--- src/rtl/add_pkg.sv ---
// Shared types and default widths for the adder-result accumulator.
package add_pkg;

  typedef enum logic [1:0] {
    IDLE,
    ACC,
    HOLD
  } acc_state_t;

  localparam int ADD_DW = 32;
  localparam int ADD_AW = 40;
  localparam int ADD_CW = 8;

endpackage

--- src/rtl/acc_add.sv ---
// Combinational AW-bit add of the running total and one zero-extended input word.
module acc_add
  import add_pkg::*;
#(
  parameter int DW = ADD_DW,
  parameter int AW = ADD_AW
) (
  input  logic [AW-1:0] acc_i,
  input  logic [DW-1:0] data_i,
  output logic [AW-1:0] sum_o,
  output logic          carry_o
);

  logic [AW:0] data_ext;
  logic [AW:0] sum_ext;

  // One extra bit on both operands exposes the carry out of bit AW-1.
  always_comb begin
    data_ext           = '0;
    data_ext[DW-1:0]   = data_i;
    sum_ext            = {1'b0, acc_i} + data_ext;
  end

  assign sum_o   = sum_ext[AW-1:0];
  assign carry_o = sum_ext[AW];

endmodule

--- src/rtl/add_accum.sv ---
// Accumulates a programmed number of adder sums into a wide total and hands the
// result downstream over valid/ready, with a per-run sticky overflow flag.
module add_accum
  import add_pkg::*;
#(
  parameter int DW = ADD_DW,
  parameter int AW = ADD_AW,
  parameter int CW = ADD_CW
) (
  input  logic          clk,
  input  logic          rst,
  input  logic          start,
  input  logic [CW-1:0] len,
  input  logic          in_valid,
  output logic          in_ready,
  input  logic [DW-1:0] in_data,
  output logic          out_valid,
  input  logic          out_ready,
  output logic [AW-1:0] out_sum,
  output logic          out_ovf,
  output logic          busy
);

  acc_state_t    state_q, state_d;
  logic [AW-1:0] acc_q, acc_d;
  logic [CW-1:0] cnt_q, cnt_d;
  logic          ovf_q, ovf_d;

  logic [AW-1:0] add_sum;
  logic          add_carry;

  acc_add #(
    .DW(DW),
    .AW(AW)
  ) u_acc_add (
    .acc_i  (acc_q),
    .data_i (in_data),
    .sum_o  (add_sum),
    .carry_o(add_carry)
  );

  always_ff @(posedge clk or posedge rst) begin
    if (rst) begin
      state_q <= IDLE;
      acc_q   <= '0;
      cnt_q   <= '0;
      ovf_q   <= 1'b0;
    end else begin
      state_q <= state_d;
      acc_q   <= acc_d;
      cnt_q   <= cnt_d;
      ovf_q   <= ovf_d;
    end
  end

  always_comb begin
    state_d = state_q;
    acc_d   = acc_q;
    cnt_d   = cnt_q;
    ovf_d   = ovf_q;
    unique case (state_q)
      IDLE: begin
        if (start) begin
          acc_d = '0;
          ovf_d = 1'b0;
          // An empty run skips ACC and presents a zero total straight away.
          if (len != '0) begin
            cnt_d   = len;
            state_d = ACC;
          end else begin
            state_d = HOLD;
          end
        end
      end
      ACC: begin
        if (in_valid) begin
          acc_d = add_sum;
          ovf_d = ovf_q | add_carry;
          cnt_d = cnt_q - CW'(1);
          if (cnt_q == CW'(1)) state_d = HOLD;
        end
      end
      HOLD: begin
        if (out_ready) state_d = IDLE;
      end
      default: state_d = IDLE;
    endcase
  end

  // Outputs depend only on registered state, never on in_valid or out_ready.
  assign in_ready  = (state_q == ACC);
  assign out_valid = (state_q == HOLD);
  assign busy      = (state_q != IDLE);
  assign out_sum   = acc_q;
  assign out_ovf   = ovf_q;

endmodule

--- config.mk ---
export PLATFORM = sky130hd
export DESIGN_NAME = add_accum
export DESIGN_NICKNAME = d
export VERILOG_FILES = /design/src/rtl/add_pkg.sv /design/src/rtl/acc_add.sv /design/src/rtl/add_accum.sv
export SDC_FILE = /design/constraint.sdc
export NUM_CORES = 1
export LEC_CHECK = 0
export ABC_AREA = 1
export CAP_MARGIN = 30
export CORE_MARGIN = 2
export CORE_UTILIZATION = 58
export CTS_BUF_LIST = sky130_fd_sc_hd__clkbuf_4 sky130_fd_sc_hd__clkbuf_8 sky130_fd_sc_hd__clkbuf_16
export DETAILED_ROUTE_END_ITERATION = 10
export GPL_ROUTABILITY_DRIVEN = 0
export PLACE_DENSITY = 0.91
export SETUP_SLACK_MARGIN = 0.15
export SYNTH_ARGS = -nofsm -noshare
export SYNTH_HDL_FRONTEND = slang
export SYNTH_SLANG_ARGS = --single-unit
--- constraint.sdc ---
create_clock -name clk -period 3.8 [get_ports clk]
set_input_delay 0.76 -clock clk [delete_from_list [all_inputs] [get_ports clk]]
set_output_delay 0.76 -clock clk [all_outputs]
set_load 0.02 [all_outputs]
==> flow_summary.yaml <==
die:
  die_h_um: 95.30
  dieArea_um2: 9082
  io_pins: 89
  core_um2: 8134
  num_rows: 33
  start_util_pct: 59.44
  fp.dieW_um: 95.30
power_and_ir_drop:
  power_density_nw_per_um2: 717.5
  internal-power_mw: 1.953
  comb_power_share_pct: 69.5
  power_frac_clock_pct: 7.9
  switchingPower_mw: 2.290
  p_seq_share_pct: 22.6
  p_leak_nw: 3.053
  power.share.switching_pct: 53.98
  irDropWorstVdd_mv: 0.5210
sta:
  tns_ns: 0
  rsz0062_at_grt: "false"
  timing.clock.skew_ns: 0.01697
  tightest_slew_ns: 0.6513
  finalHoldWorstSlack_ns: 0.5208
  drv_slew: 0
  period_minus_slack_ns: 2.868
  finalHoldViolCount: 0
  setup_viol: 0
  slew_headroom_pct: 56.18
  period_share_pct: 75.48
  fmax_ghz: 0.3486
setup_path:
  slowest_delay_ns: 0.53
  path_cells: "inv_2, nor2_2, nand2_1, inv_2, nor2_4, a21oi_2, inv_2, a21oi_1, o21ai_1, o21ai_1"
  cp-start-kind: "flop"
  r2r_slack_ns: 0.93
  r2r_start: "state_q[0]"
  critPathTopFamily: "simple AND/OR/NAND/NOR gates"
  reg2regPathDepth: 10
  cp_num_buf_inv: 3
  r2r_end: "cnt_q[6]"
  cp_slowest_cell: "inv_2"
  arrival_ns: 3.11
  path_max_fanout: 20
  critPathCaptureType: "flop"
  crit_type: "reg -> reg"
  worstPathRequired_ns: 4.04
  cp_common_cell: "inv_2"
run:
  cap_violations: 0
run_status:
  status: "completed"
logic_synthesis:
  async_flop_share_pct: 100.0
  synth.top_cell.area_share_pct: 26.40
  synth_top_cells_by_count: "nand2_1, inv_1, nor2_1, a21oi_1, dfrtp_1"
  synth_flop_cell: "dfrtp_1"
  synth_seq_area_share_pct: 26.40
  yosysMostFrequentCell: "nand2_1"
  synth_edf_count: 0
  synthCells: 806
  synth_area_leaders: "dfrtp_1, nand2_1, inv_1"
  netlist_area_um2: 4835
  avgSynthCellArea_um2: 5.998
  synthDistinctLibCells: 34
  synth_nets: 886
  ys_ff_latch: 51
  synth_top_area_cell: "dfrtp_1"
  yosys_warnings: 0
global_routing:
  grt_pass1_vias: 5422
  grt_overflow: 0
  grt_pass1_wl_um: 23210
  track_usage_pct: 31.78
  grt_antenna_before_repair: 0
  grt_max_degree: 34
routing:
  route.detailed.drc: 0
  wirelength_um: 13970
  drtAntennaViolNets: 0
  first_pass_iters: 5
  vias: 5518
  drt_iter0_drc: 301
  wl_per_cell_um: 13.98
  viasPerCell: 5.524
clock_network:
  cts-buffers-inserted: 5
  post-cts-setup-buffer-count: 0
  clock-sinks: 51
  ctsResizeCount: 0
  cts_root_buf: "clkbuf_8"
  clkTransAtPathRegs_ns: 0.10
  cts_max_level: 2
  ctsLongestPathBuffers: 2
  cts_tree: "done"
  clock_latency_ns: 0.32
  ctsHoldBuffers: 0
min_path:
  min_to: "out_sum[3]"
  min-delay-path-class: "reg -> reg"
  min_path_cells: 2
  hp-start: "out_sum[3]"
cells_and_area:
  final_area_um2: 5914
  multi_input_area_um2: 3033
  syn2layout_area_growth_pct: 22.33
  fillers: 688
  seq_area_um2: 1276
  drive_gt1_share_pct: 5.034
  final_nets: 973
  diodes: 0
placement:
  place_area_um2: 5826
  place_hpwl_um: 11010
  io_buffers: 88
[kinds of logic after synthesis]
logic type | count (synthesis) | share of synthesized area (%)
xor+xnor | 4 | 0.7246
fa+ha+maj | 35 | 9.213
buf+inv | 137 | 10.87
flops | 51 | 26.40
simple gates | 456 | 39.21
compound gates | 123 | 13.59
[flip-flops by register name, summed over array words and instances, names as in the netlist]
| name | flops |
|---|---|
| cnt_q | 8 |
| out_ovf | 1 |
| out_sum | 40 |
| state_q | 2 |
[power by group through the flow]
| stage | sequential, mW | clock, mW | combinational (mW) |
|---|---|---|---|
| floorplan | 1.11 | 0 | 1.82 |
| CTS | 0.954 | 0.340 | 2.90 |
| global route | 0.986 | 0.360 | 3.25 |
| detailed placement | 0.962 | 0 | 2.88 |
| finish | 0.958 | 0.336 | 2.95 |
| global placement | 0.953 | 0 | 2.78 |
[tightest hold or removal path: cells and delay by family, from the launching register on]
family	cells	cell delay, ns
simple gates	1	0.06
compound gates	1	0.05
flops	1	0.38
[cell type report]
type	count	share of cell area (%)
Tap cell	105	2.221
Clock inverter	2	0.2116
Clock buffer	6	1.290
Sequential cell	51	21.58
Multi-Input combinational cell	618	51.28
Inverter	127	8.060
Timing Repair Buffer	90	15.36
[metal layers]
metal / GRT usage (%) / wire length, µm
met5: 0 / 0
met4: 13.29 / 382
met3: 3.636 / 927
met2: 57.86 / 6966
met1: 37.66 / 5688
[cells in the final DEF (no fill, tap or decap), types with 7 or more instances in the layout]
cell	Yosys	layout
a21oi_1	55	55
clkdlybuf4s50_1	0	88
dfrtp_1	51	51
ha_1	34	34
inv_1	123	122
nand2_1	288	288
nand2_2	10	10
nand3_1	28	28
nor2_1	95	95
nor4_1	7	7
o21ai_0	42	42
o21ai_1	11	11
[how the worst max path moves through the flow]
stage	startpoint	to	slack [ns]	cells after the start
3_5_place_dp	in_valid	cnt_q[4]	0.68	7
4_1_cts	state_q[0]	cnt_q[4]	1.01	8
5_1_grt	state_q[0]	cnt_q[6]	0.71	10
2_1_floorplan	in_data[0]	out_sum[32]	1.45	14
3_3_place_gp	in_valid	cnt_q[4]	0.85	7
6_report	state_q[0]	cnt_q[6]	0.93	10
[metrics by stage]
stage | setup WS, ns | instances | util [%] | total power [mW]
floorplan | 1.454 | 806 | - | 2.930
global placement | 0.8485 | 990 | 71.37 | 3.732
detailed placement | 0.6800 | 991 | 71.62 | 3.843
CTS | 1.005 | 999 | 72.71 | 4.194
global route | 0.7060 | 999 | 72.71 | 4.599
finish | 0.9316 | 999 | 72.71 | 4.243
No activity file was read; power rests on OpenSTA's default activity.
